$ cat src/rtl/spk_pkg.sv
// Shared flit type codes, arbiter state encoding and type classification helpers
// for the node-ingress spike arbiter.
package spk_pkg;

    localparam logic [2:0] SPIKE    = 3'b000;
    localparam logic [2:0] DATA     = 3'b001;
    localparam logic [2:0] DATA_END = 3'b010;
    localparam logic [2:0] WRITE    = 3'b110;
    localparam logic [2:0] READ     = 3'b111;

    typedef enum logic [2:0] {
        IDLE,
        WAIT,
        AXON,
        CONFIG,
        DROP
    } state_t;

    function automatic logic is_axon_type(input logic [2:0] t);
        return (t == SPIKE) || (t == DATA) || (t == DATA_END);
    endfunction

    function automatic logic is_cfg_type(input logic [2:0] t);
        return (t == WRITE) || (t == READ);
    endfunction

endpackage

$ cat src/rtl/rr_pick.sv
// Combinational round-robin picker: first requesting port after 'last',
// wrapping around, returned both one-hot and as an index.
module rr_pick #(
    parameter int NP = 4,
    parameter int PW = 2
) (
    input  logic [NP-1:0] req,
    input  logic [PW-1:0] last,
    output logic [NP-1:0] gnt,
    output logic [PW-1:0] idx,
    output logic          any
);

    logic found;

    // Ports above 'last' outrank ports at or below it; lowest index wins within each group.
    always_comb begin
        gnt   = '0;
        idx   = '0;
        found = 1'b0;
        for (int j = 0; j < NP; j++) begin
            if (!found && req[j] && (PW'(j) > last)) begin
                found  = 1'b1;
                gnt[j] = 1'b1;
                idx    = PW'(j);
            end
        end
        for (int j = 0; j < NP; j++) begin
            if (!found && req[j] && (PW'(j) <= last)) begin
                found  = 1'b1;
                gnt[j] = 1'b1;
                idx    = PW'(j);
            end
        end
    end

    assign any = |req;

endmodule

$ cat src/rtl/spk_in_arb.sv
// Round-robin ingress scheduler sharing one axon and one config interface among NP spike FIFOs.
// Define SPK_IN_ARB_STAT_EN to enable the saturating illegal-flit drop counter on drop_cnt.
module spk_in_arb
    import spk_pkg::*;
#(
    parameter int NP  = 4,
    parameter int PW  = 2,
    parameter int FW  = 59,
    parameter int FTW = 3,
    parameter int SW  = 24
) (
    input  logic             clk_spk_in,
    input  logic             rst,
    input  logic [NP-1:0]    src_empty,
    input  logic [NP*FW-1:0] src_data,
    output logic [NP-1:0]    src_pop,
    input  logic             axon_busy,
    output logic             axon_vld,
    output logic [SW-1:0]    axon_data,
    output logic [FTW-1:0]   axon_type,
    output logic [PW-1:0]    axon_src,
    input  logic             config_credit,
    output logic             config_we,
    output logic [FW-1:0]    config_wdata,
    output logic [PW-1:0]    config_src,
    output logic [7:0]       drop_cnt
);

    state_t         state;
    logic [PW-1:0]  gnt_idx, rr_last, lock_port, pick_idx;
    logic [NP-1:0]  gnt_oh, req, pick_gnt;
    logic           lock, credit, pick_any;
    logic [FW-1:0]  head;
    logic [FTW-1:0] head_type;
    logic           head_axon, head_cfg, leave;

    // While a DATA burst is open only its port may compete, keeping the burst atomic.
    always_comb begin
        req = '0;
        for (int p = 0; p < NP; p++) begin
            req[p] = !src_empty[p] && (!lock || (PW'(p) == lock_port));
        end
    end

    rr_pick #(.NP(NP), .PW(PW)) u_pick (
        .req  (req),
        .last (rr_last),
        .gnt  (pick_gnt),
        .idx  (pick_idx),
        .any  (pick_any)
    );

    always_comb begin
        head = '0;
        for (int p = 0; p < NP; p++) begin
            if (PW'(p) == gnt_idx) head = src_data[p*FW +: FW];
        end
        head_type = head[FW-1 -: FTW];
        head_axon = is_axon_type(head_type);
        head_cfg  = is_cfg_type(head_type);
        leave     = (state == WAIT) &&
                    (head_axon ? !axon_busy : (head_cfg ? credit : 1'b1));
    end

    assign src_pop   = leave ? gnt_oh : '0;
    assign axon_vld  = (state == AXON);
    assign config_we = (state == CONFIG);

    always_ff @(posedge clk_spk_in or posedge rst) begin
        if (rst) begin
            state        <= IDLE;
            gnt_idx      <= '0;
            gnt_oh       <= '0;
            rr_last      <= PW'(NP - 1);
            lock         <= 1'b0;
            lock_port    <= '0;
            credit       <= 1'b1;
            axon_data    <= '0;
            axon_type    <= '0;
            axon_src     <= '0;
            config_wdata <= '0;
            config_src   <= '0;
        end else begin
            // A returning credit in the same cycle as a write strobe leaves credit available.
            if (config_credit)         credit <= 1'b1;
            else if (state == CONFIG)  credit <= 1'b0;

            case (state)
                IDLE: begin
                    if (pick_any) begin
                        gnt_idx <= pick_idx;
                        gnt_oh  <= pick_gnt;
                        state   <= WAIT;
                    end
                end
                WAIT: begin
                    if (leave) begin
                        rr_last <= gnt_idx;
                        if (head_axon) begin
                            state     <= AXON;
                            axon_data <= head[SW-1:0];
                            axon_type <= head_type;
                            axon_src  <= gnt_idx;
                            if (head_type == DATA) begin
                                lock      <= 1'b1;
                                lock_port <= gnt_idx;
                            end else if (head_type == DATA_END && gnt_idx == lock_port) begin
                                lock <= 1'b0;
                            end
                        end else if (head_cfg) begin
                            state        <= CONFIG;
                            config_wdata <= head;
                            config_src   <= gnt_idx;
                        end else begin
                            state <= DROP;
                        end
                    end
                end
                default: state <= IDLE;
            endcase
        end
    end

`ifdef SPK_IN_ARB_STAT_EN
    always_ff @(posedge clk_spk_in or posedge rst) begin
        if (rst) begin
            drop_cnt <= '0;
        end else if (state == DROP && drop_cnt != 8'hFF) begin
            drop_cnt <= drop_cnt + 8'd1;
        end
    end
`else
    assign drop_cnt = '0;
`endif

endmodule

$ cat config.mk
export PLATFORM = sky130hd
export DESIGN_NAME = spk_in_arb
export DESIGN_NICKNAME = d
export VERILOG_FILES = /design/src/rtl/spk_pkg.sv /design/src/rtl/rr_pick.sv /design/src/rtl/spk_in_arb.sv
export SDC_FILE = /design/constraint.sdc
export NUM_CORES = 1
export LEC_CHECK = 0
export ABC_AREA = 1
export BUFFER_PORTS_ARGS = -buffer_cell sky130_fd_sc_hd__buf_2
export CAP_MARGIN = 10
export CORE_AREA = 8 8 130 132
export CTS_CLUSTER_DIAMETER = 150
export DETAILED_ROUTE_END_ITERATION = 10
export DIE_AREA = 0 0 138 140
export PLACE_DENSITY = 0.79
export SLEW_MARGIN = 15
export SYNTH_ARGS = -nofsm -noshare
export SYNTH_HDL_FRONTEND = slang
export SYNTH_SLANG_ARGS = --single-unit
$ cat constraint.sdc
create_clock -name clk_spk_in -period 5 [get_ports clk_spk_in]
set_input_delay 1 -clock clk_spk_in [delete_from_list [all_inputs] [get_ports clk_spk_in]]
set_output_delay 1 -clock clk_spk_in [all_outputs]
set_load 0.05 [all_outputs]
Word-level counts from Yosys, hierarchy flattened
Index checks and enable logic that the tools add are counted.
{ "op_classes": {"n_lt_le_gt_ge": 8, "n_eq_ne": 16, "mux": 37, "bitwise": 1, "reduce_logical": 55} }
{ "ops": {"columns": ["operator", "n"], "rows": [
  ["$mux 59", 4],
  ["$logic_and 1x1->1", 21],
  ["$mux 1", 21],
  ["$logic_not 1->1", 13],
  ["$mux 2", 6],
  ["$mux 3", 4],
  ["$reduce_and 4->1", 3],
  ["$eq 3x2->1 const B", 3],
  ["$eq 2x2->1 const A", 4],
  ["$logic_or 1x1->1", 7],
  ["$eq 3x1->1 const B", 2],
  ["$eq 3x3->1 const B", 2],
  ["$logic_not 3->1", 2],
  ["$pmux 3 s2", 1],
  ["$reduce_and 2->1", 3],
  ["$eq 1x2->1 const A", 2],
  ["$gt 1x2->1 const A", 2],
  ["$gt 2x2->1 const A", 2],
  ["$le 1x2->1 const A", 2],
  ["$le 2x2->1 const A", 2],
  ["$logic_not 2->1", 2],
  ["$mux 4", 1],
  ["$ne 2x2->1 const B", 2],
  ["$reduce_bool 2->1", 2],
  ["4 further kinds", 4]
]} }
{ "word_totals": {"reg_bits": 105, "inputBits": 244, "output_inout_bits": 104, "wordCells": 129} }

Longest topological paths before layout
Gate-level depths: netlist (run 1).
{ "depth": {"depth_word": 33, "depth_mapped": 13, "mapped_depth_nobuf": 13} }

By module
From an unflattened synthesis (run 1), not the netlist that was laid out.
{ "hier_totals": {"hier_cells": 728, "hier_area_um2": 5580.4} }
{ "by_module_without_submodules": {"columns": ["module", "n_inst", "cells_each", "area_per_inst_um2", "seq_area_each_um2"], "rows": [
  ["spk_in_arb", 1, 695, 5416.4, 2631.3],
  ["rr_pick", 1, 33, 163.9, 0.0]
]} }

Worst setup path after synthesis (run 1)
OpenSTA, ideal clock, no wires.
{ "synth_timing": {"kind": "in2out", "from": "input port src_data[234]", "to": "output port src_pop[0]", "arrival_ns": 2.375, "required_time_ns": 4.000, "path_slack_ns": 1.625, "stages": 6, "path_buffers": 1, "cell_sequence": "nand3_1 > nand4_1 > nand3_1 > nand3_2 > buf_2 > nor2_1"} }
{ "synth_between": {"elab_chain_len": 7, "word_cells_on_any_way": 13, "cone_classes": "eq/ne: 4; mux: 4; reduce/logical: 5"} }
{ "synth_lines": {"columns": ["item", "line_no", "source"], "rows": [
  ["start, declared", "spk_in_arb.sv:15", "input logic [NP*FW-1:0] src_data,"],
  ["$mux 59 (*)", "spk_in_arb.sv:56", "if (PW'(p) == gnt_idx) head = src_data[p*FW +: FW];"],
  ["$eq 3x3->1 (tied with other cells)", "spk_pkg.sv:24", "return (t == WRITE) || (t == READ);"],
  ["$logic_or 1x1->1 (on tied branches)", "spk_pkg.sv:24, spk_pkg.sv:20", null],
  ["$mux 1 or $logic_or 1x1->1 (tied branches)", "spk_in_arb.sv:62, spk_pkg.sv:20", null],
  ["$mux 1 (*)", "spk_in_arb.sv:62", "(head_axon ? !axon_busy : (head_cfg ? credit : 1'b1));"],
  ["$logic_and 1x1->1 (*)", "spk_in_arb.sv:61", "leave = (state == WAIT) &&"],
  ["$mux 4 (*)", "spk_in_arb.sv:65", "assign src_pop = leave ? gnt_oh : '0;"],
  ["end, declared", "spk_in_arb.sv:16", "output logic [NP-1:0] src_pop,"]
]} }
Every way passes the cells marked *; elsewhere a longest branch is shown, timed or not.

Worst setup path after layout (run 1)
{ "layout_timing": {"from": "register gnt_idx[0]", "to": "output port src_pop[1]"} }
{ "layout_between": {"elab_chain_len": 11, "word_cells_on_any_way": 20, "cone_classes": "eq/ne: 7; mux: 7; reduce/logical: 6"} }
{ "layout_lines": {"columns": ["item", "line_no", "source"], "rows": [
  ["start, declared", "spk_in_arb.sv:30", "logic [PW-1:0] gnt_idx, rr_last, lock_port, pick_idx;"],
  ["start signal, assigned", "spk_in_arb.sv:91", "gnt_idx <= pick_idx;"],
  ["$logic_not 2->1", "spk_in_arb.sv:56", null],
  ["$mux 59 (3 in series)", "spk_in_arb.sv:56", null],
  ["$mux 59 (*)", "spk_in_arb.sv:56", null],
  ["$eq 3x3->1 (tied with other cells)", "spk_pkg.sv:24", null],
  ["$logic_or 1x1->1 (on tied branches)", "spk_pkg.sv:24, spk_pkg.sv:20", null],
  ["$mux 1 or $logic_or 1x1->1 (tied branches)", "spk_in_arb.sv:62, spk_pkg.sv:20", null],
  ["$mux 1 (*)", "spk_in_arb.sv:62", null],
  ["$logic_and 1x1->1 (*)", "spk_in_arb.sv:61", null],
  ["$mux 4 (*)", "spk_in_arb.sv:65", null]
]} }
Marked as above.

==> metrics, run 1 <==
outcome finished clean; Adder-Cell Fraction of Synth Area 0; Clock Latency Late Sink 350 ps; setup tns final 0 ps; Max Clock Freq ~0.24 GHz; initial antenna violation count 1; first-pass GRT wire length ~36 mm; worst r2r src gnt_idx[0]$_DFFE_PP0P_; Die Height about 140 µm; Setup WS pre-CTS roughly 1300 ps; total stage count of the critical path 8; area grow syn2layout 34.40%; crit-path max cell delay 810 ps; total CTS buffers 9; Async S/R FF share, synth 1.000; critical path's top delay family simple AND/OR/NAND/NOR gates; synthesized area per cell between 7 and 8 µm²; Crit. End Element output port; GPL Wtd Cong about 0.9; worst clock skew 9.645 ps; Rel. slew slack 0.4054; final net count approximately 1300; GR Overflow Total 0; crit path max fanout 39; fin crit period 4107 ps; Pwr Density approximately 720 mW/mm²; Post-DRT Antenna Nets 0; Port Buf Inserts 339; nature of the critical path startpoint flip-flop; post-placement cell count 1272; CTS Buffer Depth 2; Initial Util 0.3930; number of synthesized register bits between 100 and 150; peak supply drop about 0.4 mV; Worst Setup EP src_pop[1]; Final Cycle Share 0.8215; Root Buffer clkbuf_16; Post-Syn Area 0.005842 mm²; post-synthesis compound-gate area fraction 0.09702; RSZ-0062 raised after global routing false; routed vias around 6800; DP HPWL between 15 and 20 mm; Crit Path Class flip-flop to output port; Post-synth EDFFs 0; Worst-Margin Slew just under 900 ps; Fin. Hold Viols 0; Synth top area share 0.4369; clock-pin slew on the worst setup and hold paths around 70 ps; clock sink count 105; CTS tree yes; pin count of the biggest net entering global routing 80; synth top area cells dfrtp_1 (44%), nand2_1 (22%), nand3_1 (8.1%); GR Util All Layers 0.2325; Primary FF master, synth dfrtp_1; DR vias/cell around 5.3; crit path max-delay cell type dfrtp_2; post-synthesis xor/xnor area fraction 0; worst r2r dst axon_data[3]$_DFFE_PP0P_; worst path cell trace buf_4 -> inv_2 -> nand3_1 -> nand4_1 -> nand3_1 -> nand3_2 -> nor2_1 -> buf_2; Post-Layout Cell Count 1289; Synth Warn # 0; drt pass-1 iters 5; Pleak 4.467 nW; Crit path top cell by count nand3_1; Synth cell types 31; Hold WC Path Type flip-flop to flip-flop; Simple-Gate Fraction of Synth Area 0.3740; required time worst endpoint ~4000 ps; Crit path buffers/inverters 3; level count of the clock H-tree 3; die area slightly below 0.02 mm²; # rows 45; CTS resizes 0; main combinational cell family by area after synthesis simple AND/OR/NAND/NOR gates; Worst Setup SP gnt_idx[0]$_DFFE_PP0P_; Synth Instances slightly below 800; final core utilization 0.5282; max-cap violations 0; vias in the first global route 6526; post-DR wirelength/cell roughly 18 µm; worst reg-to-reg path cell count 10; Max Slew Vio Count 0; R2R setup slack between 1500 and 2000 ps; DR DRC count 0; dominant cell type by area after synthesis dfrtp_1; share of layout cells above drive strength 1 0.3482; mux cell area share after synthesis 0; IO Pins roughly 350; Synth top cells by count nand2_1 (344), dfrtp_1 (102), nand3_1 (95), a221oi_1 (34), clkbuf_1 (30); top-count cell post-synth nand2_1; Setup Buffers After CTS 0; Data arrival, critical path between 3000 and 4000 ps; register area share after synthesis 0.4504; final worst-path setup slack a little under 900 ps; Post-Route WL about 23 mm; core area about 0.015 mm²; DR iter-0 viols about 550; hold buffers post-CTS 0; chip width 138 µm; final setup vio count 0
-- worst min-delay path by stage --
stage,to,startpoint,cells after the start
floorplan,rr_last[0]$_DFFE_PP1P_,rr_last[0]$_DFFE_PP1P_,2
global placement,config_wdata[58]$_DFFE_PP0P_,config_wdata[58]$_DFFE_PP0P_,2
detailed placement,config_wdata[58]$_DFFE_PP0P_,config_wdata[58]$_DFFE_PP0P_,2
CTS,config_wdata[58]$_DFFE_PP0P_,config_wdata[58]$_DFFE_PP0P_,2
global route,config_wdata[58]$_DFFE_PP0P_,config_wdata[58]$_DFFE_PP0P_,2
finish,config_wdata[58]$_DFFE_PP0P_,config_wdata[58]$_DFFE_PP0P_,2
-- metrics by stage --
stage               hold WS, ps  cell area (µm²)  power (mW)
detailed placement        448.1             7530       4.910
finish                    462.4             7851       5.658
CTS                       466.3             7849       5.692
global route              477.0             7849       6.058
global placement          446.0             7530       4.860
floorplan                 474.8             5868       4.021
-- cell families (layout without fill, tap and decap cells) --
| group | count (synthesis) | in the layout |
|---|---|---|
| buffers and inverters | 92 | 393 |
| AOI/OAI and AO/OA | 85 | 85 |
| DFF | 105 | 105 |
| and+or+nand+nor | 509 | 509 |
| other | 1 | 9 |
-- flip-flops by register name (all words and copies together) (netlist names) --
name	flops
state	3
gnt_oh	4
config_wdata	59
axon_type	3
axon_data	24
config_src	2
credit	1
rr_last	2
lock_port	2
lock	1
gnt_idx	2
axon_src	2
-- area by class of cell --
class                           instances  area (µm²)
Antenna cell                            1       2.502
Clock buffer                           10       229.0
Clock inverter                          6       90.09
Fill cell                            1454        7013
Inverter                               31       118.9
Multi-Input combinational cell        602        2794
Sequential cell                       105        2633
Tap cell                              188       235.2
Timing Repair Buffer                  346        1749
-- where the power goes --
part	leakage [nW]	total [mW]	switching (mW)	internal (mW)
registers	1.33	1.46	0.252	1.20
logic	2.99	3.44	2.60	0.841
clock network	0.153	0.762	0.321	0.441
-- worst reg2reg max path, stage by stage, from the launching register on --
cell,delay (ps)
dfrtp_2,810
buf_4,520
inv_2,150
nand3_1,120
nand4_1,180
nand2_2,140
nand2_2,100
nor2_4,620
nand2_4,380
nand2_1,170
nand2_1,60
-- layout by cell type (no fill, tap or decap), types with 7 or more instances in the layout --
cell and instances:
buf_4 7, conb_1 8, a221oi_1 34, nand3_1 95, buf_2 339, inv_1 26, o21ai_0 25, clkbuf_16 9
dfrtp_1 101, nor2_1 26, o21ai_1 15, nand2_1 344, nand4_1 29
-- layer usage --
metal	part of all wire	up-vias	wire, µm	track usage
met4	0.026	2	605	0.08352
met5	0.00056	-	13	0
met3	0.089	41	2063	0.06018
li1	-	3217	-	-
met2	0.49	356	11250	0.3799
met1	0.40	3179	9247	0.2910
No activity file was read; power rests on OpenSTA's default activity.
==> inputs of run 2 (changes only) <==
Settings changed: CORE_AREA 8 8 130 132 to default, CORE_MARGIN from default to 8, CORE_UTILIZATION from default to 40, DIE_AREA 0 0 138 140 to default, PLACE_DENSITY 0.79 to 0.83.
Clock period 5 ns to 3.6 ns, I/O delays scaled along.
==> run 2 against run 1 <==
Against the previous run: sequential cell count stayed put; combinational power is 40% higher; sequential power is 38% higher; wire length is 3.3% lower; power is 37% higher; sequential share of layout area is 0.059 points lower; clock power is 27% higher.
==> metrics, run 2 (same netlist as run 1, synthesis figures left out) <==
Filler cells 1407 (was 1454); share of layout cells above drive strength 1 0.3485 (was 0.3482); Reg with most FFs config_wdata (unchanged); RSZ-0062 raised after global routing false (unchanged); final setup vio count 0 (unchanged); peak supply drop 0.6056 mV (was 0.4110 mV); register area 0.002633 mm² (unchanged); WL met1 9.141 mm (was 9.247 mm); clock-pin slew on the worst setup and hold paths 60 ps (was 70 ps); Largest register FFs 59 (unchanged); CTS tree yes (unchanged); Crit. End Element output port (unchanged); vias in the first global route 6200 (was 6526); final net count 1341 (was 1339); Crit Path Class flip-flop to output port (unchanged); required time worst endpoint 2880 ps (was 4000 ps); Pleak 4.479 nW (was 4.467 nW); core area 0.01442 mm² (was 0.01486 mm²); level count of the clock H-tree 3 (unchanged); setup tns final 0 ps (unchanged); Pwr Density 988.8 mW/mm² (was 720.7 mW/mm²); post-placement cell count 1270 (was 1272); Final Cycle Share 0.9253; nature of the critical path startpoint flip-flop (unchanged); Rel. slew slack 0.4911 (was 0.4054); GR Overflow Total 0 (unchanged); DR vias/cell 5.083 (was 5.272); final instance area 0.007865 mm² (was 0.007851 mm²); total CTS buffers 9 (unchanged); die area 0.01873 mm² (was 0.01932 mm²); drt pass-1 iters 5 (unchanged); R2R setup slack 830 ps (was 1660 ps); fin crit period ~3300 ps; met2 WL 11.19 mm (was 11.25 mm); Hold WC Path Type input pin to async pin (was flip-flop to flip-flop); most common cell after layout, fill and taps aside nand2_1 (unchanged); Placed Area 0.007565 mm² (was 0.007530 mm²); worst r2r dst config_wdata[44]$_DFFE_PP0P_ (was axon_data[3]$_DFFE_PP0P_); most frequent cells in the layout nand2_1 (344), buf_2 (339), dfrtp_1 (101), nand3_1 (95), a221oi_1 (34) (unchanged); Worst-Margin Slew 763.4 ps (was 891.8 ps); Port Buf Inserts 339 (unchanged); clock sink count 105 (unchanged); routed vias 6552 (was 6795); Regs by FF count config_wdata: 59 flops, axon_data: 24 flops, gnt_oh: 4 flops (unchanged); outcome finished clean (unchanged); CTS Buffer Depth 2 (unchanged); WL met3 1.746 mm (was 2.063 mm); pin count of the biggest net entering global routing 69 (was 80); max-cap violations 0 (unchanged); chip width 136.9 µm (was 138 µm); GR Util All Layers 0.2259 (was 0.2325); Initial Util 0.4050 (was 0.3930); Data arrival, critical path 2610 ps (was 3110 ps); uppermost layer routed met4 (was met5); IO Pins 348 (unchanged); Root Buffer clkbuf_16 (unchanged); Post-DRT Antenna Nets 0 (unchanged); GPL Wtd Cong 0.9066 (was 0.9005); Multi-input gate area 0.002794 mm² (unchanged); Max Slew Vio Count 0 (unchanged); Max Clock Freq 0.3002 GHz; Fin. Hold Viols 0 (unchanged); # rows 44 (was 45); Clock Latency Late Sink 340 ps (was 350 ps); crit path max fanout 36 (was 39); Post-Route WL 22.42 mm (was 23.18 mm); worst clock skew 6.587 ps (was 9.645 ps); Post-Layout Cell Count 1289 (unchanged); area grow syn2layout 34.63% (was 34.40%); DP HPWL 17.26 mm (was 17.40 mm); initial antenna violation count 3 (was 1); DR DRC count 0 (unchanged); worst reg-to-reg path cell count 10 (unchanged); Die Height 136.9 µm (was 140 µm); final core utilization 0.5453 (was 0.5282); DR iter-0 viols 430 (was 553); first-pass GRT wire length 33.05 mm (was 36.23 mm); worst r2r src gnt_idx[0]$_DFFE_PP0P_ (unchanged); post-DR wirelength/cell 17.39 µm (was 17.98 µm); hold buffers post-CTS 0 (unchanged)
==> run 2: cell count changes in the layout (fill, tap and decap cells not counted), sizes merged <==
| cell | change |
|---|---|
| inv | -1 |
| diode | +2 |
| clkinv | +2 |
| bufinv | -1 |
| buf | +2 |
| clkinvlp | -1 |
| clkbuf | +1 |
==> run 2: final cells by class <==
| cell class | instances | share of cell area |
|---|---|---|
| Multi-Input combinational cell | 602 | 0.3552 |
| Sequential cell | 105 | 0.3347 |
| Timing Repair Buffer | 348 | 0.2275 |
| Clock buffer | 11 | 0.02959 |
| Tap cell | 184 | 0.02927 |
| Inverter | 31 | 0.01543 |
| Clock inverter | 5 | 0.007318 |
| Antenna cell | 3 | 0.0009545 |
==> run 2: what timing repair did <==
action	CTS	global route
setup endpoints to repair	0	1
endpoints found under the hold margin	0	0
gates resized for setup	0	2
buffers inserted	0	0
==> run 2: worst max-delay path, cell delays in order (launching register included) <==
cell and delay (ps):
dfrtp_2 870, inv_2 130, nand3_1 120, nand4_1 170, nand3_1 240, nand3_2 290, nor2_1 170, buf_2 280
==> run 2: where the power goes <==
| part | switching (mW) | leakage (nW) | internal [mW] |
|---|---|---|---|
| sequential | 0.338 | 1.33 | 1.67 |
| clock | 0.424 | 0.143 | 0.540 |
| combinational | 3.61 | 3.01 | 1.19 |
==> run 2: worst max-delay path by stage <==
stage | slack, ps | startpoint | cells past startpoint | end
CTS | 200 | gnt_idx[1]$_DFFE_PP0P_ | 8 | src_pop[1]
floorplan | 120 | rst | 1 | axon_data[0]$_DFFE_PP0P_
finish | 270 | gnt_idx[0]$_DFFE_PP0P_ | 7 | src_pop[1]
global route | 100 | gnt_idx[0]$_DFFE_PP0P_ | 7 | src_pop[1]
global placement | 620 | gnt_idx[1]$_DFFE_PP0P_ | 8 | src_pop[0]
detailed placement | 590 | gnt_idx[1]$_DFFE_PP0P_ | 8 | src_pop[1]
==> run 2: metal layers <==
metal,track usage,vias up
li1,-,3219
met2,0.3795,294
met4,0.07483,0
met3,0.04956,27
met1,0.2820,3012
met5,0,-
==> run 2: per-stage QoR <==
step | power [mW] | worst slack [ps] | hold WS [ps]
after detailed placement | 6.823 | 587.8 | 453.0
after floorplan | 5.585 | 124.4 | 474.8
after CTS | 7.808 | 202.9 | 438.1
after global placement | 6.754 | 622.4 | 443.6
after global routing | 8.297 | 98.20 | 456.0
final | 7.777 | 268.8 | 419.8
==> inputs of run 3 (changes only) <==
Settings changed: BUFFER_PORTS_ARGS -buffer_cell sky130_fd_sc_hd__buf_2 to -buffer_cell sky130_fd_sc_hd__clkbuf_2, CORE_AREA from default to 2 2 136 138, CORE_MARGIN 8 to default, CORE_UTILIZATION 40 to default, DIE_AREA from default to 0 0 138 140, PLACE_DENSITY 0.83 to 0.71.
==> run 3 against run 2 <==
Against the previous run: final cell count grew 3.6%; critical path depth is the same; non-clock buffer count grew 5; critical endpoint is now src_pop[3].
==> metrics, run 3 (same netlist as run 1, synthesis figures left out) <==
Post-DRT Antenna Nets 0 (unchanged); sw power 4.440 mW (was 4.375 mW); routed vias 6627 (was 6552); RSZ-0062 raised after global routing false (unchanged); Regs by FF count config_wdata: 59 flops, axon_data: 24 flops, gnt_oh: 4 flops (unchanged); nature of the critical path startpoint flip-flop (unchanged); Initial Util 0.3286 (was 0.4050); hold buffers post-CTS 0 (unchanged); Hold WC Path Type flip-flop to flip-flop (was input pin to async pin); Root Buffer clkbuf_16 (unchanged); DR iter-0 viols 399 (was 430); Filler cells 1844 (was 1407); crit-path max cell delay 730 ps (was 870 ps); post-DR wirelength/cell 16.08 µm (was 17.39 µm); Crit path top cell by count nand3_1 (unchanged); Pwr Density 1001 mW/mm² (was 988.8 mW/mm²); Fin. Hold Viols 0 (unchanged); die area 0.01932 mm² (was 0.01873 mm²); crit path max-delay cell type dfrtp_2 (unchanged); # diodes 0 (was 3); Post-Route WL 21.48 mm (was 22.42 mm); level count of the clock H-tree 3 (unchanged); Pleak 4.561 nW (was 4.479 nW); Max Slew Vio Count 0 (unchanged); Die Height 140 µm (was 136.9 µm); Largest register FFs 59 (unchanged); GR Util All Layers 0.2173 (was 0.2259); Data arrival, critical path 2530 ps (was 2610 ps); outcome finished clean (unchanged); DR DRC count 0 (unchanged); total CTS buffers 9 (unchanged); clock sink count 105 (unchanged); final instance area 0.008064 mm² (was 0.007865 mm²); final setup vio count 0 (unchanged); max-cap violations 0 (unchanged); CTS tree yes (unchanged); portion of total power attributed to combinational logic 0.613 (was 0.618); # rows 49 (was 44); Flop pwr share 0.246 (was 0.258); Final Cycle Share 0.9020 (was 0.9253); post-placement cell count 1320 (was 1270); share of layout cells above drive strength 1 0.3523 (was 0.3485); chip width 138 µm (was 136.9 µm); Sw Ratio 0.5503 (was 0.5625); setup tns final 0 ps (unchanged); CTS resizes 0 (unchanged); drt pass-1 iters 5 (unchanged); final net count 1346 (was 1341); Worst-Margin Slew 802.4 ps (was 763.4 ps); pin count of the biggest net entering global routing 69 (unchanged); IO Pins 348 (unchanged); worst clock skew 8.807 ps (was 6.587 ps); clock power share 0.141 (was 0.124); peak supply drop 0.4806 mV (was 0.6056 mV); CTS Buffer Depth 2 (unchanged); Crit Path Class flip-flop to output port (unchanged); Clock Latency Late Sink 350 ps (was 340 ps); GR Overflow Total 0 (unchanged); Port Buf Inserts 339 (unchanged); most frequent cells in the layout nand2_1 (344), clkbuf_2 (335), dfrtp_1 (101), nand3_1 (95), a221oi_1 (34) (was nand2_1 (344), buf_2 (339), dfrtp_1 (101), nand3_1 (95), a221oi_1 (34)); clock-pin slew on the worst setup and hold paths 70 ps (was 60 ps); worst path cell trace inv_2 -> nand3_1 -> nand4_1 -> nand3_1 -> nand3_2 -> nor2_1 -> buf_12 (was inv_2 -> nand3_1 -> nand4_1 -> nand3_1 -> nand3_2 -> nor2_1 -> buf_2); area grow syn2layout 38.04% (was 34.63%); Post-Layout Cell Count 1336 (was 1289); Pint 3.628 mW (was 3.402 mW); required time worst endpoint 2880 ps (about the same); crit path max fanout 26 (was 36); Crit. End Element output port (unchanged); core area 0.01778 mm² (was 0.01442 mm²); GPL Wtd Cong 0.9236 (was 0.9066); initial antenna violation count 0 (was 3); Setup Buffers After CTS 0 (unchanged); Reg with most FFs config_wdata (unchanged); fin crit period 3247 ps (was 3331 ps); DP HPWL 16.01 mm (was 17.26 mm); vias in the first global route 6354 (was 6200); Rel. slew slack 0.4650 (was 0.4911); Placed Area 0.007719 mm² (was 0.007565 mm²); most common cell after layout, fill and taps aside nand2_1 (unchanged); first-pass GRT wire length 33.75 mm (was 33.05 mm); Max Clock Freq 0.3080 GHz (was 0.3002 GHz); DR vias/cell 4.960 (was 5.083)
[run 3: changes by cell type in the layout (fill, tap and decap cells not counted), moves of 2 or more]
cell,before,now
clkbuf_2,0,335
bufinv_16,1,3
buf_12,2,6
buf_2,339,0
clkinv_4,2,0
diode_2,3,0
buf_4,7,12
[run 3: final timing paths]
check | start | to | slack, ps | depth (start not counted)
worst min register to register | axon_data[20]$_DFFE_PP0P_ | axon_data[20]$_DFFE_PP0P_ | 470 | 2
worst min-delay path | axon_data[20]$_DFFE_PP0P_ | axon_data[20]$_DFFE_PP0P_ | 470 | 2
worst max register to register | gnt_idx[0]$_DFFE_PP0P_ | config_wdata[3]$_DFFE_PP0P_ | 980 | 8
worst max-delay path | gnt_idx[0]$_DFFE_PP0P_ | src_pop[3] | 350 | 7
min in group asynchronous | rst | config_wdata[21]$_DFFE_PP0P_ | 500 | 2
max in group asynchronous | rst | rr_last[0]$_DFFE_PP1P_ | 2310 | 3
[run 3: metrics by stage]
stage / power, mW / worst slack (ps) / hold WS (ps) / utilization
after floorplan: 5.585 / 124.4 / 474.8 / -
after global placement: 6.900 / 798.5 / 447.5 / 0.4341
after detailed placement: 6.965 / 738.7 / 453.5 / 0.4341
after CTS: 8.138 / 324.6 / 472.5 / 0.4536
after global routing: 8.636 / 182.3 / 495.3 / 0.4536
final: 8.069 / 352.8 / 470.3 / 0.4536
[run 3: power groups by stage]
| stage | Clock [mW] | Sequential (mW) | Combinational, mW |
|---|---|---|---|
| 2_1_floorplan | 0 | 3.31 | 2.27 |
| 3_3_place_gp | 0 | 1.98 | 4.92 |
| 3_5_place_dp | 0 | 2.00 | 4.96 |
| 4_1_cts | 1.18 | 1.99 | 4.98 |
| 5_1_grt | 1.22 | 2.04 | 5.37 |
| 6_report | 1.14 | 1.98 | 4.94 |
[run 3: critical path, delay by kind of cell, from the launching register on]
family | cells | cell delay, ps
buffers and inverters | 2 | 320
flip-flops | 1 | 730
AND/OR/NAND/NOR | 5 | 1130
[run 3: final cells by class]
type                    count  area, µm²  share of cell area
clock inverters             5      102.6             0.01272
inverters                  31      118.9             0.01474
well taps                 229      286.5             0.03553
clock buffers              11      242.7             0.03010
flip-flops and latches    105       2633              0.3265
multi-input cells         602       2794              0.3465
repair buffers            353       1887              0.2340
[run 3: per-layer routing]
layer,share of wire,vias to the layer above,global-route usage
met5,0,-,0
met4,0.028,0,0.09076
met3,0.073,42,0.04171
met2,0.46,299,0.3437
met1,0.44,3055,0.2933
li1,-,3231,-
